## src/rtl/button_pkg.sv

```systemverilog
// Shared types and constants for the push-button reader.
package button_pkg;

    // Per-channel debounce FSM states.
    typedef enum logic [1:0] {
        RELEASED     = 2'd0,
        PRESS_PEND   = 2'd1,
        PRESSED      = 2'd2,
        RELEASE_PEND = 2'd3
    } btn_state_t;

    // Depth of the input synchronizer chain.
    localparam int SYNC_STAGES = 2;

endpackage

```

## src/rtl/button_channel.sv

```systemverilog
// One button channel: 2-FF synchronizer, debounce FSM, press/release/long events.
module button_channel
    import button_pkg::*;
#(
    parameter int DEBOUNCE_CYCLES = 135,
    parameter int LONG_CYCLES     = 1000,
    parameter int ACTIVE_LOW      = 1
) (
    input  logic clk,
    input  logic rst,
    input  logic btn_i,
    output logic btn_level_o,
    output logic btn_press_o,
    output logic btn_release_o,
    output logic btn_long_o
);

    localparam int CNT_W  = $clog2(DEBOUNCE_CYCLES + 1);
    localparam int HOLD_W = $clog2(LONG_CYCLES + 1);

    // The edge that moves the FSM into a pending state has already seen one
    // stable sample, so the pending count stops one short of DEBOUNCE_CYCLES.
    // With DEBOUNCE_CYCLES == 1 that single sample is enough and the pending
    // states are skipped entirely.
    localparam bit                INSTANT  = (DEBOUNCE_CYCLES == 1);
    localparam logic [CNT_W-1:0]  CNT_LAST = (DEBOUNCE_CYCLES >= 2) ? CNT_W'(DEBOUNCE_CYCLES - 2) : CNT_W'(0);
    localparam logic [CNT_W-1:0]  CNT_ONE  = CNT_W'(1);
    localparam logic [HOLD_W-1:0] HOLD_LAST = HOLD_W'(LONG_CYCLES - 1);
    localparam logic [HOLD_W-1:0] HOLD_ONE  = HOLD_W'(1);
    localparam logic              IDLE_PIN = (ACTIVE_LOW != 0) ? 1'b1 : 1'b0;

    logic [SYNC_STAGES-1:0] sync_q;
    logic                   act_s;
    btn_state_t             state_q;
    logic [CNT_W-1:0]       cnt_q;
    logic [HOLD_W-1:0]      hold_q;
    logic                   long_done_q;
    logic                   level_q;
    logic                   press_q;
    logic                   release_q;
    logic                   long_q;

    // Synchronize the raw pin into the clk domain, idling at the released level.
    always_ff @(posedge clk or posedge rst) begin
        if (rst) begin
            sync_q <= {SYNC_STAGES{IDLE_PIN}};
        end else begin
            sync_q <= {sync_q[SYNC_STAGES-2:0], btn_i};
        end
    end

    // Normalize the synchronized pin so that 1 always means pressed.
    assign act_s = sync_q[SYNC_STAGES-1] ^ IDLE_PIN;

    // Debounce FSM with registered level and single-cycle event pulses.
    always_ff @(posedge clk or posedge rst) begin
        if (rst) begin
            state_q     <= RELEASED;
            cnt_q       <= '0;
            hold_q      <= '0;
            long_done_q <= 1'b0;
            level_q     <= 1'b0;
            press_q     <= 1'b0;
            release_q   <= 1'b0;
            long_q      <= 1'b0;
        end else begin
            press_q   <= 1'b0;
            release_q <= 1'b0;
            long_q    <= 1'b0;
            case (state_q)
                RELEASED: begin
                    if (act_s) begin
                        cnt_q <= '0;
                        if (INSTANT) begin
                            state_q     <= PRESSED;
                            press_q     <= 1'b1;
                            level_q     <= 1'b1;
                            hold_q      <= '0;
                            long_done_q <= 1'b0;
                        end else begin
                            state_q <= PRESS_PEND;
                        end
                    end
                end
                PRESS_PEND: begin
                    if (!act_s) begin
                        state_q <= RELEASED;
                        cnt_q   <= '0;
                    end else if (cnt_q == CNT_LAST) begin
                        state_q     <= PRESSED;
                        cnt_q       <= '0;
                        press_q     <= 1'b1;
                        level_q     <= 1'b1;
                        hold_q      <= '0;
                        long_done_q <= 1'b0;
                    end else begin
                        cnt_q <= cnt_q + CNT_ONE;
                    end
                end
                PRESSED: begin
                    if (!act_s) begin
                        cnt_q <= '0;
                        if (INSTANT) begin
                            state_q   <= RELEASED;
                            release_q <= 1'b1;
                            level_q   <= 1'b0;
                        end else begin
                            state_q <= RELEASE_PEND;
                        end
                    end else if (!long_done_q) begin
                        if (hold_q == HOLD_LAST) begin
                            long_q      <= 1'b1;
                            long_done_q <= 1'b1;
                        end else begin
                            hold_q <= hold_q + HOLD_ONE;
                        end
                    end
                end
                RELEASE_PEND: begin
                    if (act_s) begin
                        // Release bounce: resume the press, hold count frozen meanwhile.
                        state_q <= PRESSED;
                        cnt_q   <= '0;
                    end else if (cnt_q == CNT_LAST) begin
                        state_q   <= RELEASED;
                        cnt_q     <= '0;
                        release_q <= 1'b1;
                        level_q   <= 1'b0;
                    end else begin
                        cnt_q <= cnt_q + CNT_ONE;
                    end
                end
                default: begin
                    state_q     <= RELEASED;
                    cnt_q       <= '0;
                    hold_q      <= '0;
                    long_done_q <= 1'b0;
                    level_q     <= 1'b0;
                end
            endcase
        end
    end

    assign btn_level_o   = level_q;
    assign btn_press_o   = press_q;
    assign btn_release_o = release_q;
    assign btn_long_o    = long_q;

endmodule

```

## src/rtl/button_reader.sv

```systemverilog
// Debounced push-button reader: NUM_BTN independent button channels.
module button_reader
    import button_pkg::*;
#(
    parameter int NUM_BTN         = 2,
    parameter int DEBOUNCE_CYCLES = 135,
    parameter int LONG_CYCLES     = 1000,
    parameter int ACTIVE_LOW      = 1
) (
    input  logic               clk,
    input  logic               rst,
    input  logic [NUM_BTN-1:0] btn_in,
    output logic [NUM_BTN-1:0] btn_level,
    output logic [NUM_BTN-1:0] btn_press,
    output logic [NUM_BTN-1:0] btn_release,
    output logic [NUM_BTN-1:0] btn_long
);

    for (genvar g = 0; g < NUM_BTN; g++) begin : g_chan
        button_channel #(
            .DEBOUNCE_CYCLES (DEBOUNCE_CYCLES),
            .LONG_CYCLES     (LONG_CYCLES),
            .ACTIVE_LOW      (ACTIVE_LOW)
        ) u_chan (
            .clk           (clk),
            .rst           (rst),
            .btn_i         (btn_in[g]),
            .btn_level_o   (btn_level[g]),
            .btn_press_o   (btn_press[g]),
            .btn_release_o (btn_release[g]),
            .btn_long_o    (btn_long[g])
        );
    end

endmodule
```

## config.mk

```make
export PLATFORM = sky130hd
export DESIGN_NAME = button_reader
export DESIGN_NICKNAME = d
export VERILOG_FILES = /design/src/rtl/button_pkg.sv /design/src/rtl/button_channel.sv /design/src/rtl/button_reader.sv
export SDC_FILE = /design/constraint.sdc
export NUM_CORES = 1
export LEC_CHECK = 0
export ABC_AREA = 1
export ABC_CLOCK_PERIOD_IN_PS = 1500
export BUFFER_PORTS_ARGS = -buffer_cell sky130_fd_sc_hd__buf_2
export CAP_MARGIN = 10
export CORE_MARGIN = 2
export CORE_UTILIZATION = 56
export CTS_CLUSTER_DIAMETER = 50
export DETAILED_ROUTE_END_ITERATION = 16
export PLACE_DENSITY = 0.88
export SYNTH_ARGS = -nofsm -noshare
export SYNTH_HDL_FRONTEND = slang
export SYNTH_SLANG_ARGS = --single-unit
```

## constraint.sdc

```tcl
create_clock -name clk -period 1.5 [get_ports clk]
set_input_delay 0.15 -clock clk [delete_from_list [all_inputs] [get_ports clk]]
set_output_delay 0.15 -clock clk [all_outputs]
set_load 0.05 [all_outputs]
```

# Yosys cells after proc, flatten, opt, wreduce, memory -nomap -nowiden
# Cells that the tools add are included.
op_classes:
  n_addsub: 4
  n_eq_ne: 32
  muxes: 74
  n_reduce_logical: 16
ops:
  columns: ["cell", "count"]
  rows:
  - ["$mux 10", 10]
  - ["$mux 8", 10]
  - ["$pmux 8 s4", 2]
  - ["$pmux 10 s2", 2]
  - ["$mux 1", 32]
  - ["$mux 2", 12]
  - ["$add 10x1->10 const B", 2]
  - ["$eq 10x10->1 const B", 2]
  - ["$ne 2x2->1 const B", 10]
  - ["$add 8x1->8 const B", 2]
  - ["$eq 8x8->1 const B", 2]
  - ["$ne 2x1->1 const B", 8]
  - ["$pmux 2 s4", 2]
  - ["$reduce_and 4->1", 4]
  - ["$reduce_and 6->1", 2]
  - ["$reduce_and 5->1", 2]
  - ["$eq 2x2->1 const B", 4]
  - ["$pmux 1 s2", 4]
  - ["$reduce_bool 2->1", 4]
  - ["$ne 3x1->1 const B", 2]
  - ["$ne 3x3->1 const B", 2]
  - ["$eq 2x1->1 const B", 2]
  - ["$logic_not 2->1", 2]
  - ["$reduce_and 2->1", 2]
totals:
  ff_bits: 54
  in_bits: 4
  output_inout_bits: 8
  word_cells: 144

# Longest topological paths before layout
# Gate-level depths: netlist of the first run.
depth:
  word_depth: 5
  ltp_mapped: 11
  depth_no_buf: 10

# Modules after synthesis
# Synthesis of the first run repeated with hierarchy kept, for this count alone.
unflattened:
  hier_cells: 400
  hier_area_um2: 3004.1
by_module_without_submodules:
  columns: ["module", "n_inst", "cells_per_inst", "area_per_inst_um2", "seq_area_each_um2"]
  rows:
  - ["button_channel at g_chan[1].u_chan", 1, 200, 1514.0, 678.2]
  - ["button_channel at g_chan[0].u_chan", 1, 200, 1490.2, 678.2]

# Worst setup path before layout of the first run
# No wires, ideal clock.
synth_timing:
  kind: "register to register"
  startpoint: "register g_chan[1].u_chan.hold_q[0]"
  endpoint: "register g_chan[1].u_chan.hold_q[5]"
  setup_time_ns: 0.116
  t_arrival_ns: 1.306
  required_ns: 1.384
  setup_slack_ns: 0.078
  path_stages_with_launch: 10
  n_path_buf: 1
  period_less_slack_ns: 1.422
  path_cell_list: "dfrtp_1 > ha_1 > nand2_1 > nor2_1 > nand3_2 > nand3_1 > nor2_2 > buf_6 > nand2_1 > nand2_1"
synth_between:
  elab_chain_len: 5
  word_cells_on_any_way: 8
  classes_between: "add/sub: 1; eq/ne: 2; mux: 4; reduce/logical: 1"
synth_lines:
  columns: ["item", "line", "source"]
  rows:
  - ["from (decl)", "button_channel.sv:36", "logic [HOLD_W-1:0] hold_q;"]
  - ["from (signal assigned)", "button_channel.sv:115", "hold_q <= hold_q + HOLD_ONE;"]
  - ["$add 10x1->10", "button_channel.sv:115", null]
  - ["$mux 10", "button_channel.sv:111", "if (hold_q == HOLD_LAST) begin"]
  - ["$mux 10", "button_channel.sv:110", "end else if (!long_done_q) begin"]
  - ["$mux 10", "button_channel.sv:101", "if (!act_s) begin"]
  - ["$pmux 10 s2", "button_channel.sv:70", "case (state_q)"]
# Several ways; a longest one is shown, not always the timed one. The select of a mux whose other input is x is not followed.
# A chain may end at the register's enable or synchronous reset.

# Final worst setup path of the first run
layout_timing:
  startpoint: "register g_chan[0].u_chan.cnt_q[1]"
  endpoint: "register g_chan[0].u_chan.level_q"
layout_between:
  elab_chain_len: 3
  word_cells_on_any_way: 4
  classes_between: "eq/ne: 3; reduce/logical: 1"
layout_lines:
  columns: ["item", "line", "source"]
  rows:
  - ["from (decl)", "button_channel.sv:35", "logic [CNT_W-1:0] cnt_q;"]
  - ["from (signal assigned)", "button_channel.sv:97", "cnt_q <= cnt_q + CNT_ONE;"]
  - ["from (signal assigned)", "button_channel.sv:130", "cnt_q <= cnt_q + CNT_ONE;"]
  - ["$eq 8x8->1 (*)", "button_channel.sv:89, button_channel.sv:124", null]
  - ["$ne 2x1->1 (no source line)", null, null]
  - ["$reduce_and 5->1 (no source line) (*)", null, null]
  - ["to (signal assigned)", "button_channel.sv:93", "level_q <= 1'b1;"]
  - ["to (signal assigned)", "button_channel.sv:128", "level_q <= 1'b0;"]
  - ["to (signal assigned)", "button_channel.sv:138", "level_q <= 1'b0;"]
  - ["to (decl)", "button_channel.sv:38", "logic level_q;"]
# Every way passes the cells marked *; elsewhere a longest branch is shown, timed or not.

==> impl_metrics.csv, run 1 <==
group,metric,value,unit
drt,post_drt_via_cell_ratio,5.506,
layout,ff_latch_area,1359,µm²
clock_tree,cts_root_buffer,"clkbuf_8",
floorplan,ioPinCount,12,
setup_path,crit_required,1.74,ns
floorplan,coreArea,5205,µm²
setup_path,start_kind,"flop",
clock_tree,htree_levels,2,
placement,routabilityCongestion,0.9061,
setup_path,crit_path_top_delay_cell,"dfrtp_1",
sta,worstMarginPinSlew,0.4303,ns
clock_tree,numCtsBuffers,5,
layout,nNetsFinal,478,
clock_tree,clk-insertion-delay-late,0.33,ns
synthesis,netlist_area,3075,µm²
drt,postRouteAntennaNets,0,
clock_tree,cts_sinks,54,
synthesis,synthesis.nets,431,
floorplan,fp-row-count,26,
floorplan,die-area,6100,µm²
floorplan,dieHeight,78.11,µm
clock_tree,clk_pin_slew,0.10,ns
sta,drv_slew,0,
placement,postPlaceCellArea,3292,µm²
sta,rsz0062_at_grt,"yes",
layout,n_antenna_cell,0,
global_route,grtUsageTotal,0.2289,
run_status,status,"finished clean",
layout,n_fill_cell,367,
clock_tree,clk_path_buf_depth,2,
layout,syn_to_final_growth,20.83,%
global_route,grt_overflow_total,0,
worst_hold_path,hold_path_class,"flop to flop",
drt,wire_per_inst,14.09,µm
setup_path,cp_slowest_stage_delay,0.41,ns
sta,max_freq,670.8,MHz
global_route,grt_max_degree,34,
floorplan,initial_core_util,0.5909,
sta,hold_viol,0,
sta,fin_crit_sh,0.9939,
synthesis,avgSynthCellArea,7.305,µm²
synthesis,syn_inst,421,
drt,drc_errors,0,
setup_path,end_kind,"flop",
sta,setup_tns,0,ns
synthesis,synth_seq_cells,54,
drt,first_pass_iters,6,
drt,drt_wl_total,7592,µm
layout,layout-drive-gt1-share,0.2388,
sta,holdWs,0.3623,ns
setup_path,crit_chain,"inv_2 -> ha_4 -> nand3_2 -> nor2_4 -> nand2_4 -> buf_4 -> buf_4 -> o21ai_0",
pwr,leakagePower,1.827,nW
drt,drt_iter0_drc,158,
sta,setup_viol,0,
synthesis,synth_cell_types,31,
floorplan,fp.dieW,78.11,µm
global_route,antenna_found_initial,0,
global_route,grt_first_pass_wirelength,11390,µm
global_route,grt_pass1_vias,2663,
clock_tree,cts_tree,"done",
placement,hpwl,4640,µm
run,cap_viol_max_count,0,
setup_path,path_common_cell,"buf_4",
layout,final_area,3716,µm²
setup_path,crit_arrival,1.73,ns
synthesis,ys_warn_count,0,
pwr,ir_worst_vdd,0.7693,mV
layout,fin_util,0.7139,
sta,skew,0.01632,ns
setup_path,critPathKind,"flop to flop",
placement,port-buffer-count,11,
setup_path,crit_buf_inv,3,
pwr,power_density,1264,nW/µm²
sta,fin_crit,1.491,ns
drt,vias,2968,
setup_path,cp_max_fo,4,
layout,multiInputGateArea,1590,µm²
setup_path,cp_top_family,"simple AND/OR/NAND/NOR gates",
synthesis,seq_area_frac_synth,0.4410,
sta,slew_headroom,0.7131,
==> registers in the layout, summed over array words and instances (netlist names), named ones only <==
register	count
g_chan.u_chan.btn_level_o	2
g_chan.u_chan.btn_long_o	2
g_chan.u_chan.btn_press_o	2
g_chan.u_chan.btn_release_o	2
g_chan.u_chan.cnt_q	16
g_chan.u_chan.hold_q	20
g_chan.u_chan.long_done_q	2
g_chan.u_chan.state_q	2
g_chan.u_chan.sync_q	4
==> cells by family (layout without fill, tap and decap cells) <==
family / count (synthesis) / after routing / share of synthesized area
and+or+nand+nor: 250 / 252 / 0.3487
buffers and inverters: 68 / 114 / 0.09804
DFF: 54 / 54 / 0.4410
AOI/OAI and AO/OA: 33 / 33 / 0.05940
xor gates and xnor gates: 10 / 10 / 0.02848
adders and majority gates: 6 / 6 / 0.02441
==> layer usage <==
layer	global-route usage	wire length [µm]	up-vias
li1	-	-	1413
met1	0.2726	3023	1422
met2	0.4086	3956	108
met3	0.03678	358	25
met4	0.09825	252	0
met5	0	0	-
==> what timing repair did <==
action,CTS,global route
resized for setup,1,49
endpoints found under the hold margin,52,0
hold buffers,3,0
gates cloned,0,2
buffers inserted,2,12
endpoints found under the setup margin,11,39
pin swaps,2,17
==> report_power, final <==
group          internal, W  total (W)  switching [W]
Clock             0.000331   0.000836       0.000505
Combinational     0.000814    0.00200        0.00119
Sequential         0.00164    0.00186       0.000212
==> area by class of cell <==
| type | instances | share of cell area |
|---|---|---|
| Inverter | 56 | 0.05657 |
| Clock buffer | 6 | 0.01953 |
| Timing Repair Buffer | 50 | 0.1030 |
| Clock inverter | 2 | 0.003704 |
| Sequential cell | 54 | 0.3657 |
| Tap cell | 70 | 0.02357 |
| Multi-Input combinational cell | 301 | 0.4279 |
==> worst paths after layout <==
path                                                  from                            to  slack (ns)  depth (start not counted)
worst max-delay path             g_chan[0].u_chan.cnt_q[1]  g_chan[0].u_chan.btn_level_o       0.009                          8
worst min-delay path            g_chan[0].u_chan.sync_q[0]    g_chan[0].u_chan.sync_q[1]        0.36                          0
worst max register to register   g_chan[0].u_chan.cnt_q[1]  g_chan[0].u_chan.btn_level_o       0.009                          8
worst min register to register  g_chan[0].u_chan.sync_q[0]    g_chan[0].u_chan.sync_q[1]        0.36                          0
max in group asynchronous                              rst    g_chan[0].u_chan.sync_q[1]        0.69                          4
min in group asynchronous                              rst     g_chan[1].u_chan.cnt_q[0]        0.39                          4
==> cells in the mapped netlist <==
library cell | instances | area [µm²]
nand2_1 | 137 | 514.2
inv_1 | 52 | 195.2
nor2_1 | 52 | 195.2
dfrtp_1 | 50 | 1251
nand3_1 | 29 | 145.1
o21ai_0 | 10 | 50.05
nand4_1 | 9 | 56.30
o22ai_1 | 9 | 56.30
xor2_1 | 9 | 78.83
buf_4 | 8 | 60.06
a21oi_1 | 7 | 35.03
ha_1 | 6 | 75.07
nand2_2 | 6 | 37.54
nor3_1 | 6 | 30.03
dfstp_2 | 4 | 105.1
inv_2 | 4 | 15.01
nor2_2 | 4 | 25.02
o21ai_1 | 4 | 20.02
buf_6 | 2 | 22.52
nand2_4 | 2 | 22.52
a21boi_0 | 1 | 7.510
a31oi_1 | 1 | 6.260
buf_2 | 1 | 5.000
clkbuf_1 | 1 | 3.750
nand3_2 | 1 | 10.01
nand3b_1 | 1 | 7.510
nor2_4 | 1 | 11.26
nor3_2 | 1 | 10.01
nor3b_1 | 1 | 7.510
o21bai_1 | 1 | 7.510
xnor2_1 | 1 | 8.760
==> stage by stage <==
step | std cells | worst slack [ns] | power, W
2_1_floorplan | 421 | 0.04204 | 0.002815
3_3_place_gp | 512 | 0.02484 | 0.003251
3_5_place_dp | 512 | -0.04548 | 0.003342
4_1_cts | 525 | -0.007977 | 0.004217
5_1_grt | 539 | -0.08530 | 0.004946
6_report | 539 | 0.009208 | 0.004697
==> layout by cell type (no fill, tap or decap), types with 3 or more instances in the layout <==
cell	count
buf_4	31
inv_2	9
nand2_1	128
a21oi_1	7
ha_2	3
dfstp_2	4
o21ai_1	4
nand2_2	11
nand3_1	24
inv_1	47
buf_2	11
clkbuf_8	5
nor3_1	5
nor2_1	47
nor2_4	5
nand3_2	6
buf_6	4
nor2_2	5
nand4_1	9
o21ai_0	8
o22ai_1	9
nand2_4	6
dlygate4sd3_1	3
dfrtp_1	48
xor2_1	9
Power figures use the tool's default switching activity.
==> run 2, diff against run 1 <==
--- a/config.mk
+++ b/config.mk
@@ -9,11 +9,13 @@
 export ABC_CLOCK_PERIOD_IN_PS = 1500
 export BUFFER_PORTS_ARGS = -buffer_cell sky130_fd_sc_hd__buf_2
 export CAP_MARGIN = 10
+export CORE_ASPECT_RATIO = 0.6
 export CORE_MARGIN = 2
-export CORE_UTILIZATION = 56
+export CORE_UTILIZATION = 58
+export CTS_BUF_LIST = sky130_fd_sc_hd__clkbuf_4 sky130_fd_sc_hd__clkbuf_8
 export CTS_CLUSTER_DIAMETER = 50
 export DETAILED_ROUTE_END_ITERATION = 16
-export PLACE_DENSITY = 0.88
+export PLACE_DENSITY = 0.9
 export SYNTH_ARGS = -nofsm -noshare
 export SYNTH_HDL_FRONTEND = slang
 export SYNTH_SLANG_ARGS = --single-unit
==> impl_metrics.csv, run 2 (synthesis gave the netlist of run 1 again) <==
group,metric,value,unit
run_status,status,"finished with violations",
run_status,violations,"negative setup slack",
sta,hold_viol,0,
sta,slew_headroom,0.6804,
global_route,grt_first_pass_wirelength,12050,µm
layout,largest_reg_flops,20,
floorplan,ioPinCount,12,
setup_path,crit_required,1.75,ns
sta,fin_crit_sh,1.042,
floorplan,coreArea,5080,µm²
drt,vias,3081,
sta,fin_crit,1.564,ns
setup_path,crit_chain,"buf_4 -> buf_4 -> ha_1 -> nand2_2 -> nor2_4 -> nand2_2 -> nor2_2 -> nor2_1 -> nand2_1 -> o21ai_0",
clock_tree,clk_pin_slew,0.10,ns
setup_path,cp_max_fo,3,
clock_tree,numCtsBuffers,5,
sta,skew,0.01153,ns
drt,drc_errors,0,
sta,rsz0062_at_grt,"yes",
clock_tree,cts_root_buffer,"clkbuf_8",
layout,mostFrequentLayoutCell,"nand2_1",
layout,n_fill_cell,316,
setup_path,end_kind,"flop",
layout,layout-drive-gt1-share,0.2869,
layout,nNetsFinal,483,
pwr,finalPower,0.005205,W
layout,fin_util,0.7645,
drt,postRouteAntennaNets,0,
sta,layout_setup_ws,-0.06358,ns
pwr,leakagePower,1.883,nW
clock_tree,cts_sinks,54,
pwr,ir_worst_vdd,0.7075,mV
setup_path,start_kind,"flop",
floorplan,dieHeight,60.41,µm
floorplan,initial_core_util,0.6054,
layout,multiInputGateArea,1672,µm²
setup_path,crit_arrival,1.81,ns
layout,syn_to_final_growth,26.28,%
sta,drv_slew,0,
sta,worstMarginPinSlew,0.4744,ns
clock_tree,htree_levels,2,
layout,layout_common_cells,"nand2_1 (112), dfrtp_1 (47), inv_1 (46), nor2_1 (46), buf_4 (34)",
drt,first_pass_iters,5,
clock_tree,clk_path_buf_depth,2,
placement,hpwl,4804,µm
floorplan,die-area,5920,µm²
placement,routabilityCongestion,0.9177,
global_route,grt_pass1_vias,2701,
drt,wire_per_inst,15.88,µm
floorplan,fp-row-count,20,
setup_path,cp_slowest_stage_delay,0.41,ns
global_route,grt_max_degree,29,
global_route,grtUsageTotal,0.2581,
setup_path,critPathKind,"flop to flop",
layout,n_antenna_cell,0,
floorplan,fp.dieW,98.01,µm
worst_hold_path,hold_path_class,"flop to flop",
global_route,grt_overflow_total,0,
sta,max_freq,639.6,MHz
layout,ff_latch_area,1360,µm²
clock_tree,cts_tree,"done",
setup_path,crit_path_top_delay_cell,"dfrtp_1",
run,cap_viol_max_count,0,
pwr,power_density,1340,nW/µm²
drt,drt_iter0_drc,209,
drt,post_drt_via_cell_ratio,5.706,
placement,port-buffer-count,11,
layout,reg.largest.list,"g_chan.u_chan.hold_q (20), g_chan.u_chan.cnt_q (16), g_chan.u_chan.sync_q (4)",
clock_tree,clk-insertion-delay-late,0.32,ns
layout,regMostFlops,"g_chan.u_chan.hold_q",
global_route,antenna_found_initial,0,
drt,drt_wl_total,8573,µm
sta,setup_viol,3,
## run 2: cell types whose count changed in the layout (fill, tap and decap cells not counted), moves of 2 or more
| cell | before | now |
|---|---|---|
| nand2_1 | 128 | 112 |
| ha_2 | 3 | 1 |
| bufinv_16 | 0 | 2 |
| buf_4 | 31 | 34 |
| nand3_4 | 0 | 2 |
| ha_4 | 1 | 3 |
| nor2_4 | 5 | 7 |
| nand2_2 | 11 | 28 |
## run 2: stage by stage
step	TNS [ns]	std cells	cell area [µm²]	setup WS, ns	hold WS (ns)
floorplan	0	421	3075	0.04204	0.1545
global placement	0	508	3299	0.04024	0.1203
detailed placement	-0.08100	508	3299	-0.04102	0.1248
CTS	0	523	3512	0.0007291	0.3332
global route	-1.399	540	3884	-0.08243	0.3697
finish	-0.07749	540	3884	-0.06358	0.3662
## run 2: final timing paths
kind	start	endpoint	slack (ns)	depth (start not counted)
max	g_chan[1].u_chan.cnt_q[1]	g_chan[1].u_chan.cnt_q[6]	-0.06	10
min	g_chan[1].u_chan.sync_q[0]	g_chan[1].u_chan.sync_q[1]	0.37	0
max reg2reg	g_chan[1].u_chan.cnt_q[1]	g_chan[1].u_chan.cnt_q[6]	-0.06	10
min reg2reg	g_chan[1].u_chan.sync_q[0]	g_chan[1].u_chan.sync_q[1]	0.37	0
max in group asynchronous	rst	g_chan[1].u_chan.sync_q[1]	0.55	4
min in group asynchronous	rst	g_chan[1].u_chan.cnt_q[1]	0.38	3
## run 2: report_power, final
part	internal, W	total [W]	switching [W]
logic	0.000845	0.00212	0.00127
clock network	0.000712	0.00121	0.000498
registers	0.00164	0.00188	0.000233
total	0.00320	0.00520	0.00200
## run 2: what timing repair did
action	4_1_cts	5_1_grt
hold buffers	3	0
resized for setup	4	71
buffers inserted	4	14
cloned	0	3
pin swaps	3	33
setup endpoints to repair	20	40
hold endpoints to repair	14	0
## run 2: final cells by class
type / count / area share
Inverter: 56 / 0.05412
Timing Repair Buffer: 54 / 0.1073
Tap cell: 66 / 0.02126
Clock buffer: 6 / 0.02126
Sequential cell: 54 / 0.3502
Multi-Input combinational cell: 302 / 0.4304
Clock inverter: 2 / 0.01546
## run 2: critical path: cells and delay by family, from the launching register on
kind | cells | cell delay (ns)
AND/OR/NAND/NOR | 6 | 0.54
adder cells (fa/ha/maj) | 1 | 0.20
buffers and inverters | 2 | 0.27
AO/OA/AOI/OAI | 1 | 0.08
flip-flops | 1 | 0.41
## run 2: layer usage
layer  routed length (µm)  track usage  share of wire
met4                  309      0.09325          0.036
met5                    0            0              0
met3                  629      0.05069          0.073
met2                 4243       0.4569           0.49
met1                 3391       0.3279           0.40
